[src/rtl/if_id_stage_pkg.sv]
// Shared definitions for the IF->ID pipeline stage: default widths, idle
// instruction, FSM state encoding and reset enable.
package if_id_stage_pkg;
  localparam int          IF_ID_ADDR_W   = 32;
  localparam int          IF_ID_INST_W   = 32;
  localparam logic [31:0] IF_ID_NOP_INST = 32'h0000_0000;
  localparam bit          RstEnable      = 1'b1;

  typedef enum logic [1:0] {
    ST_EMPTY = 2'd0,
    ST_ONE   = 2'd1,
    ST_TWO   = 2'd2
  } state_e;
endpackage

[src/rtl/if_id_entry.sv]
// One payload slot {pc, inst[, exc]} with synchronous clear and load.
// Optional exc bit is present only when IF_ID_EXC_EN is defined.
module if_id_entry import if_id_stage_pkg::*; #(
  parameter int                ADDR_W   = IF_ID_ADDR_W,
  parameter int                INST_W   = IF_ID_INST_W,
  parameter logic [INST_W-1:0] NOP_INST = INST_W'(IF_ID_NOP_INST)
) (
  input  logic              clk,
  input  logic              rst,
  input  logic              i_clear,
  input  logic              i_load,
  input  logic [ADDR_W-1:0] i_pc,
  input  logic [INST_W-1:0] i_inst,
`ifdef IF_ID_EXC_EN
  input  logic              i_exc,
  output logic              o_exc,
`endif
  output logic [ADDR_W-1:0] o_pc,
  output logic [INST_W-1:0] o_inst
);
  logic [ADDR_W-1:0] r_pc;
  logic [INST_W-1:0] r_inst;

  // Clear wins over load so a flush always leaves the slot idle.
  always_ff @(posedge clk) begin
    if ((RstEnable && rst) || i_clear) begin
      r_pc   <= '0;
      r_inst <= NOP_INST;
    end else if (i_load) begin
      r_pc   <= i_pc;
      r_inst <= i_inst;
    end
  end

`ifdef IF_ID_EXC_EN
  logic r_exc;
  always_ff @(posedge clk) begin
    if ((RstEnable && rst) || i_clear) r_exc <= 1'b0;
    else if (i_load)                    r_exc <= i_exc;
  end
  assign o_exc = r_exc;
`endif

  assign o_pc   = r_pc;
  assign o_inst = r_inst;
endmodule

[src/rtl/if_id_stage.sv]
// IF->ID stage register with valid/ready handshake, 2-entry skid buffer and
// synchronous flush. Define IF_ID_EXC_EN to add the misaligned-PC flag (o_out_exc).
module if_id_stage import if_id_stage_pkg::*; #(
  parameter int                ADDR_W   = IF_ID_ADDR_W,
  parameter int                INST_W   = IF_ID_INST_W,
  parameter logic [INST_W-1:0] NOP_INST = INST_W'(IF_ID_NOP_INST)
) (
  input  logic              clk,
  input  logic              rst,
  input  logic              i_flush,
  input  logic              i_in_valid,
  output logic              o_in_ready,
  input  logic [ADDR_W-1:0] i_in_pc,
  input  logic [INST_W-1:0] i_in_inst,
  output logic              o_out_valid,
  input  logic              i_out_ready,
  output logic [ADDR_W-1:0] o_out_pc,
`ifdef IF_ID_EXC_EN
  output logic              o_out_exc,
`endif
  output logic [INST_W-1:0] o_out_inst
);
  state_e r_state;
  logic   r_in_ready, r_out_valid;
  logic   w_in_fire, w_out_fire;
  logic   w_main_load, w_main_clear, w_main_from_skid;
  logic   w_skid_load, w_skid_clear;

  logic [ADDR_W-1:0] w_skid_pc,   w_main_d_pc;
  logic [INST_W-1:0] w_skid_inst, w_main_d_inst, w_in_inst;

  assign w_in_fire  = i_in_valid & r_in_ready;
  assign w_out_fire = r_out_valid & i_out_ready;

`ifdef IF_ID_EXC_EN
  logic w_in_exc, w_skid_exc, w_main_d_exc;
  // Misaligned fetches carry a NOP so the decoder never sees the bad word.
  assign w_in_exc     = |i_in_pc[1:0];
  assign w_in_inst    = w_in_exc ? NOP_INST : i_in_inst;
  assign w_main_d_exc = w_main_from_skid ? w_skid_exc : w_in_exc;
`else
  assign w_in_inst    = i_in_inst;
`endif

  assign w_main_d_pc   = w_main_from_skid ? w_skid_pc   : i_in_pc;
  assign w_main_d_inst = w_main_from_skid ? w_skid_inst : w_in_inst;

  always_comb begin
    w_main_load      = 1'b0;
    w_main_clear     = 1'b0;
    w_main_from_skid = 1'b0;
    w_skid_load      = 1'b0;
    w_skid_clear     = 1'b0;
    case (r_state)
      ST_EMPTY: w_main_load = w_in_fire;
      ST_ONE: begin
        if (w_in_fire && !w_out_fire) w_skid_load  = 1'b1;
        else if (w_in_fire)           w_main_load  = 1'b1;
        else if (w_out_fire)          w_main_clear = 1'b1;
      end
      ST_TWO: begin
        if (w_out_fire) begin
          w_main_load      = 1'b1;
          w_main_from_skid = 1'b1;
          w_skid_clear     = 1'b1;
        end
      end
      default: ;
    endcase
    if (i_flush) begin
      w_main_clear = 1'b1;
      w_skid_clear = 1'b1;
    end
  end

  // State and handshake flags registered together so in_ready never sees out_ready combinationally.
  always_ff @(posedge clk) begin
    if ((RstEnable && rst) || i_flush) begin
      r_state     <= ST_EMPTY;
      r_in_ready  <= 1'b1;
      r_out_valid <= 1'b0;
    end else begin
      case (r_state)
        ST_EMPTY: if (w_in_fire) begin
          r_state     <= ST_ONE;
          r_out_valid <= 1'b1;
        end
        ST_ONE: begin
          if (w_in_fire && !w_out_fire) begin
            r_state    <= ST_TWO;
            r_in_ready <= 1'b0;
          end else if (w_out_fire && !w_in_fire) begin
            r_state     <= ST_EMPTY;
            r_out_valid <= 1'b0;
          end
        end
        ST_TWO: if (w_out_fire) begin
          r_state    <= ST_ONE;
          r_in_ready <= 1'b1;
        end
        default: begin
          r_state     <= ST_EMPTY;
          r_in_ready  <= 1'b1;
          r_out_valid <= 1'b0;
        end
      endcase
    end
  end

  if_id_entry #(.ADDR_W(ADDR_W), .INST_W(INST_W), .NOP_INST(NOP_INST)) u_main (
    .clk    (clk),
    .rst    (rst),
    .i_clear(w_main_clear),
    .i_load (w_main_load),
    .i_pc   (w_main_d_pc),
    .i_inst (w_main_d_inst),
`ifdef IF_ID_EXC_EN
    .i_exc  (w_main_d_exc),
    .o_exc  (o_out_exc),
`endif
    .o_pc   (o_out_pc),
    .o_inst (o_out_inst)
  );

  if_id_entry #(.ADDR_W(ADDR_W), .INST_W(INST_W), .NOP_INST(NOP_INST)) u_skid (
    .clk    (clk),
    .rst    (rst),
    .i_clear(w_skid_clear),
    .i_load (w_skid_load),
    .i_pc   (i_in_pc),
    .i_inst (w_in_inst),
`ifdef IF_ID_EXC_EN
    .i_exc  (w_in_exc),
    .o_exc  (w_skid_exc),
`endif
    .o_pc   (w_skid_pc),
    .o_inst (w_skid_inst)
  );

  assign o_in_ready  = r_in_ready;
  assign o_out_valid = r_out_valid;
endmodule

[config.mk]
export PLATFORM = sky130hd
export DESIGN_NAME = if_id_stage
export DESIGN_NICKNAME = d
export VERILOG_FILES = /design/src/rtl/if_id_stage_pkg.sv /design/src/rtl/if_id_entry.sv /design/src/rtl/if_id_stage.sv
export SDC_FILE = /design/constraint.sdc
export NUM_CORES = 1
export LEC_CHECK = 0
export ABC_AREA = 1
export BUFFER_PORTS_ARGS = -buffer_cell sky130_fd_sc_hd__buf_2
export CORE_MARGIN = 10
export CORE_UTILIZATION = 40
export CTS_CLUSTER_DIAMETER = 150
export DETAILED_ROUTE_END_ITERATION = 7
export PLACE_DENSITY = 0.58
export SYNTH_ARGS = -nofsm -noshare
export SYNTH_HDL_FRONTEND = slang
export SYNTH_HIERARCHICAL = 1
export SYNTH_SLANG_ARGS = --single-unit
export TNS_END_PERCENT = 50
[constraint.sdc]
create_clock -name clk -period 2 [get_ports clk]
set_clock_uncertainty 0.1 [all_clocks]
set_input_delay 0.4 -clock clk [delete_from_list [all_inputs] [get_ports clk]]
set_output_delay 0.4 -clock clk [all_outputs]
set_load 0.01 [all_outputs]
==> results.py, run 1 <==
metrics = {
    "pwr": {
        "sequential_group_share_of_total_power_pct": 41.1,
        "clock_power_share_pct": 47.8,
        "cellPowerDensity_nw_per_um2": 862,
        "comb_power_share_pct": 11.1,
        "power_switching_mw": 1.60,
        "ir_drop_uv": 531,
        "switching_share_pct": 24.0,
        "cellInternalPower_mw": 5.09,
        "leakage_nw": 4.15,
    },
    "global_routing": {
        "grt_pass1_wl_mm": 26.5,
        "grt_use_total_pct": 14.7,
        "grt_max_degree": 73,
        "number_of_antenna_violations_at_the_first_check_in_global_routing": 3,
        "vias_in_the_first_global_route": 5463,
        "global_route.overflow_total": 0,
    },
    "setup_path": {
        "worst-setup-path-type": "register to register",
        "crit-reg2reg-launch": "o_out_valid",
        "reg2reg_depth": 8,
        "cp_data_arrival_time_ns": 1.88,
        "worstReg2RegEnd": "u_main/o_pc[0]",
        "worstSetupEndpointType": "register",
        "cp_max_fanout": 21,
        "critical_path_required_ns": 2.20,
        "r2r_setup_slack_ns": 0.32,
        "critPathLaunchType": "register",
    },
    "clocking": {
        "cts.clk_slew.worst_paths_ns": 0.06,
        "number_of_gates_given_a_new_drive_strength_after_cts": 0,
        "cts_num_sinks": 132,
        "post_cts.repair.setup_buffers": 0,
        "numCtsBuffers": 17,
        "worstSkewPairLatency_ns": 0.41,
        "cts_max_level": 4,
        "largest_buffer_count_on_any_clock_path": 2,
        "tritoncts": "built",
        "cts_hold_buf": 0,
        "cts.root.buffer_cell": "clkbuf_16",
    },
    "routing": {
        "drt_first_pass_iters": 4,
        "drtIter0Drc": 305,
        "drt-total-wl_mm": 15.6,
        "drt-vias-per-instance": 4.16,
        "post_drt_wl_per_cell_um": 11.1,
        "drc": 0,
        "routed-via-count": 5843,
        "number_of_routed_nets_with_antenna_violations": 0,
    },
    "die": {
        "die_area_um2": 21600,
        "start_util_pct": 40.7,
        "io_pins": 135,
        "core_area_um2": 15800,
        "dieHeight_um": 147,
        "floorplan.rows": 46,
        "die_w_um": 147,
    },
    "synthesis": {
        "synthDominantAreaCellType": "dfxtp_1",
        "main_combinational_cell_family_by_area_after_synthesis": "simple AND/OR/NAND/NOR gates",
        "netlist_area_before_placement_um2": 6440,
        "post_synth_fa_ha_maj_area_fraction_pct": 0,
        "yosys.area_share.simple_pct": 43.4,
        "synth-warning-count": 6,
        "ys_ff_latch": 132,
        "synth.net_count": 1128,
        "syn_area_per_cell_um2": 6.08,
        "share_of_the_synthesized_netlist_area_taken_by_xor_and_xnor_gates_pct": 0,
        "synth_seq_area_share_pct": 41.0,
        "synth_compound_area_share_pct": 0.718,
        "post_synth_main_area_contributors": "dfxtp_1, nand2_1, nor2_1",
        "multiplexer_share_of_the_synthesized_area_pct": 0,
        "netlist.area_leader.share_pct": 41.0,
        "synth_cell_type_count": 15,
        "post_synth_inst_count": 1059,
    },
    "sta": {
        "hold_ws_ns": 0.192,
        "setup-tns-final_ns": 0,
        "min_period_over_period_pct": 83.9,
        "period_needed_ns": 1.68,
        "tightestPinTransition_ns": 0.383,
        "final_max_slew_viol_count": 0,
        "timing.max_slew.rel_slack_pct": 74.3,
        "grt_setup_unrepaired": "no",
        "finalHoldViolations": 0,
        "final-setup-viol-count": 0,
        "fmax_ghz": 0.596,
    },
    "layout": {
        "layout.cell_area.non_filler_um2": 7770,
        "areaGrowthSynthToFinish_pct": 20.6,
        "finish.net_count": 1244,
        "highest_count_cells_in_the_layout_ignoring_fill_and_taps": "nand2_1, nor2_1, buf_2, inv_1, dfxtp_1",
        "multi_input_area_um2": 2850,
        "seqCellArea_um2": 2640,
        "utilization_after_layout_pct": 49.1,
        "layout.cells.most_common": "nand2_1",
        "fillerInstances": 1730,
        "drive_gt1_share_pct": 16.8,
    },
    "worst_hold_path": {
        "min_to": "u_skid/o_inst[7]",
        "worst_hold_path_type": "input pin to register",
        "min_delay_path_depth": 5,
        "beginning_of_the_worst_hold_path": "i_in_inst[7]",
    },
    "placed_design": {
        "place.detailed.hpwl_mm": 10.3,
        "gp_congestion": 0.800,
        "place_area_um2": 7150,
        "port_buffers": 134,
    },
    "outcome": {
        "run_status": "finished clean",
    },
    "run": {
        "cap_violations": 0,
    },
}
[metal layers]
layer	track usage [%]	wire, um	vias to the layer above
met3	5.04	1060	16
met1	18.0	7540	2464
met2	23.7	6800	103
met4	5.00	195	4
li1	-	-	3256
met5	0	23	-
[critical path, stage by stage (launching register included)]
cell and delay, ns:
dfxtp_1 0.34, nand2_1 0.12, inv_1 0.13, nand2_1 0.10, o21ai_1 0.34, nor2_8 0.07
buf_4 0.23, nand2_1 0.10, nor2_1 0.04
[power by group through the flow]
stage | clock network [mW] | registers, mW | logic, mW
floorplan | 0 | 2.84 | 0.485
global placement | 0 | 2.81 | 0.750
detailed placement | 0 | 2.81 | 0.750
CTS | 3.30 | 2.76 | 0.753
global route | 3.40 | 2.77 | 0.864
finish | 3.20 | 2.76 | 0.741
[area by class of cell]
class | count | area share [%]
multi-input combinational | 737 | 36.7
sequential | 132 | 34.0
timing repair buffer | 151 | 11.3
inverter | 136 | 6.62
clock buffer | 23 | 6.28
tap | 216 | 3.48
clock inverter | 9 | 1.61
antenna | 1 | 0.0322
[through the flow]
stage	std cells	setup WS, ns	total power, mW
floorplan	1059	0.288	3.33
global placement	1372	0.0515	3.56
detailed placement	1372	0.0126	3.56
CTS	1404	0.180	6.81
global route	1404	0.0961	7.03
finish	1405	0.322	6.70
[cells in the mapped netlist]
library cell  number
inv_1            134
nor2_1           249
o21ai_0            3
buf_6             17
o22ai_1            1
inv_2              2
a21oi_1            5
nand2_1          463
clkbuf_1           1
nand3_1            1
nor2_2            13
nor2_8             2
dfxtp_1          132
buf_2              8
buf_4             28
[how the worst max path moves through the flow]
| stage | start | to | slack (ns) | cells past startpoint |
|---|---|---|---|---|
| floorplan | o_out_valid | u_main/o_pc[23] | 0.29 | 8 |
| global placement | i_out_ready | u_main/o_inst[29] | 0.05 | 9 |
| detailed placement | i_out_ready | u_main/o_pc[1] | 0.01 | 9 |
| CTS | o_out_valid | u_main/o_pc[1] | 0.18 | 8 |
| global route | r_state[1] | u_main/o_pc[29] | 0.1 | 10 |
| finish | o_out_valid | u_main/o_pc[0] | 0.32 | 8 |
[cells by family (layout without fill, tap and decap cells)]
| family | after synthesis | after routing |
|---|---|---|
| and+or+nand+nor | 728 | 728 |
| other | 0 | 1 |
| AOI/OAI and AO/OA | 9 | 9 |
| buffers and inverters | 190 | 319 |
| DFF | 132 | 132 |
[registers in the layout, indices dropped and copies added, names as in the netlist]
name / cells
u_main/o_inst: 32
u_main/o_pc: 32
o_in_ready: 1
o_out_valid: 1
u_skid/o_inst: 32
u_skid/o_pc: 32
r_state: 2
(Power assumes the default switching activity.)
==> run 2: changes to the inputs <==
clock period = 1.55 ns   (was 2 ns; I/O delays follow)
==> run 2 against run 1 <==
Against the previous run: the flow now finishes with violations (setup timing); first-iteration DRC count shrank 8.9%; clock power increased by 17%; utilization is 6.7 points higher; final cell count is 3.1% higher; worst setup slack worse by 0.37 ns.
==> results.py, run 2 (synthesis results as in run 1) <==
metrics = {
    "outcome": {
        "run_status": "finished with violations",
        "violations": "setup timing",
    },
    "layout": {
        "highest_count_cells_in_the_layout_ignoring_fill_and_taps": "nand2_1, nor2_1, buf_2, inv_1, dfxtp_1",
        "layout.cell_area.non_filler_um2": 8830,
        "antenna_cells_inserted": 0,
        "finish.net_count": 1290,
        "layout.cells.most_common": "nand2_1",
        "fillerInstances": 1592,
        "areaGrowthSynthToFinish_pct": 37.1,
        "finish.cell_count_without_fillers": 1449,
        "drive_gt1_share_pct": 27.3,
    },
    "clocking": {
        "numCtsBuffers": 17,
        "cts_max_level": 4,
        "cts_num_sinks": 132,
        "worstSkewPairLatency_ns": 0.42,
        "cts.root.buffer_cell": "clkbuf_16",
        "largest_buffer_count_on_any_clock_path": 2,
        "cts.clk_slew.worst_paths_ns": 0.05,
        "tritoncts": "built",
    },
    "setup_path": {
        "critical_path_required_ns": 1.76,
        "worst-setup-path-type": "register to register",
        "reg2reg_depth": 11,
        "cp_max_fanout": 7,
        "cp_data_arrival_time_ns": 1.81,
        "critPathLaunchType": "register",
        "crit-reg2reg-launch": "o_out_valid",
        "critPathLaunch": "o_out_valid",
        "worstSetupEndpointType": "register",
    },
    "sta": {
        "min_period_over_period_pct": 103,
        "timing.max_slew.rel_slack_pct": 81.6,
        "final_max_slew_viol_count": 0,
        "tightestPinTransition_ns": 0.275,
        "period_needed_ns": 1.60,
        "setup-tns-final_ns": -1.33,
        "fmax_ghz": 0.624,
        "hold_ws_ns": 0.0897,
        "finalHoldViolations": 0,
        "grt_setup_unrepaired": "yes",
        "layout_setup_ws_ns": -0.0518,
        "final-setup-viol-count": 61,
    },
    "pwr": {
        "switching_share_pct": 25.5,
        "cellInternalPower_mw": 6.38,
        "power_switching_mw": 2.18,
        "clock_power_share_pct": 43.8,
        "leakage_nw": 4.56,
        "ir_drop_uv": 735,
        "sequential_group_share_of_total_power_pct": 41.6,
        "cellPowerDensity_nw_per_um2": 970,
        "report.power.total_mw": 8.56,
        "comb_power_share_pct": 14.7,
    },
    "routing": {
        "post_drt_wl_per_cell_um": 12.6,
        "number_of_routed_nets_with_antenna_violations": 0,
        "drtIter0Drc": 278,
        "drc": 0,
        "routed-via-count": 6146,
        "drt_first_pass_iters": 5,
        "drt-vias-per-instance": 4.24,
        "drt-total-wl_mm": 18.2,
    },
    "worst_hold_path": {
        "beginning_of_the_worst_hold_path": "i_in_inst[11]",
        "worst_hold_path_type": "input pin to register",
        "min_delay_path_depth": 5,
    },
    "die": {
        "core_area_um2": 15800,
        "die_w_um": 147,
        "start_util_pct": 40.7,
        "dieHeight_um": 147,
        "floorplan.rows": 46,
        "io_pins": 135,
        "die_area_um2": 21600,
    },
    "global_routing": {
        "number_of_antenna_violations_at_the_first_check_in_global_routing": 0,
        "grt_max_degree": 46,
        "grt_use_total_pct": 15.2,
        "global_route.overflow_total": 0,
        "grt_pass1_wl_mm": 27.2,
        "vias_in_the_first_global_route": 5406,
    },
    "run": {
        "cap_violations": 0,
    },
    "placed_design": {
        "place_area_um2": 7370,
        "port_buffers": 134,
        "place.detailed.hpwl_mm": 10.8,
        "gp_congestion": 0.756,
        "placedCellCount": 1390,
    },
}
==> run 2: cell types whose count changed in the layout (fill, tap and decap cells not counted), moves of 8 or more <==
cell and delta:
nand2_1 -60, nand2_2 +46, nor2_1 -29, nor2_2 +27
nand2_4 +13, clkbuf_16 +12, buf_12 +10, buf_4 +10
buf_6 +8
==> run 2: stage by stage <==
stage / worst slack [ns] / utilization (%)
2_1_floorplan: 0.00425 / -
3_3_place_gp: -0.129 / 46.6
3_5_place_dp: -0.173 / 46.6
4_1_cts: -0.0426 / 51.5
5_1_grt: -0.122 / 55.8
6_report: -0.0518 / 55.8
==> run 2: final timing paths <==
check | end | slack, ns
setup / recovery | u_skid/o_pc[1] | -0.05
hold / removal | u_skid/o_inst[11] | 0.09
setup reg to reg | u_skid/o_pc[1] | -0.05
hold reg to reg | u_main/o_inst[2] | 0.36
==> run 2: what timing repair did <==
item / 4_1_cts / 5_1_grt
gates resized for setup: 18 / 118
cloned: 5 / 13
hold buffers: 0 / 0
hold endpoints to repair: 0 / 0
endpoints found under the setup margin: 55 / 127
pin swaps: 3 / 32
buffers inserted: 5 / 6
==> run 2: area by class of cell <==
type                    instances  area, um^2  share of cell area [%]
well taps                     216         270                    3.06
inverters                     136         536                    6.06
repair buffers                196        1660                    18.7
multi-input cells             737        3180                    36.0
clock buffers                  26         489                    5.54
flip-flops and latches        132        2650                    30.0
clock inverters                 5        50.0                   0.567
repair inverters                1        6.26                  0.0708
==> run 2: power groups by stage <==
stage          clock (mW)  combinational [mW]  sequential (mW)
2_1_floorplan           0               0.630             3.67
3_3_place_gp            0                1.02             3.63
3_5_place_dp            0                1.02             3.63
4_1_cts              3.81                1.10             3.56
5_1_grt              3.98                1.41             3.57
6_report             3.75                1.26             3.56
==> run 2: metal layers <==
metal | share of wire [%] | track usage, % | vias up | routed length, um
met5 | 0 | 0 | - | 0
met4 | 1.2 | 5.10 | 0 | 220
met3 | 5.7 | 4.98 | 18 | 1040
met2 | 44 | 23.5 | 123 | 8070
met1 | 49 | 19.6 | 2645 | 8910
li1 | - | - | 3360 | -
==> run 2: worst max-delay path: stages (launching register included) <==
cell	delay (ns)
dfxtp_2	0.33
nand2_2	0.07
buf_6	0.12
nor2_4	0.10
buf_6	0.15
clkinv_8	0.09
nand2_8	0.08
nor2_8	0.06
buf_12	0.15
clkbuf_16	0.16
nand2_1	0.07
nor2_1	0.03
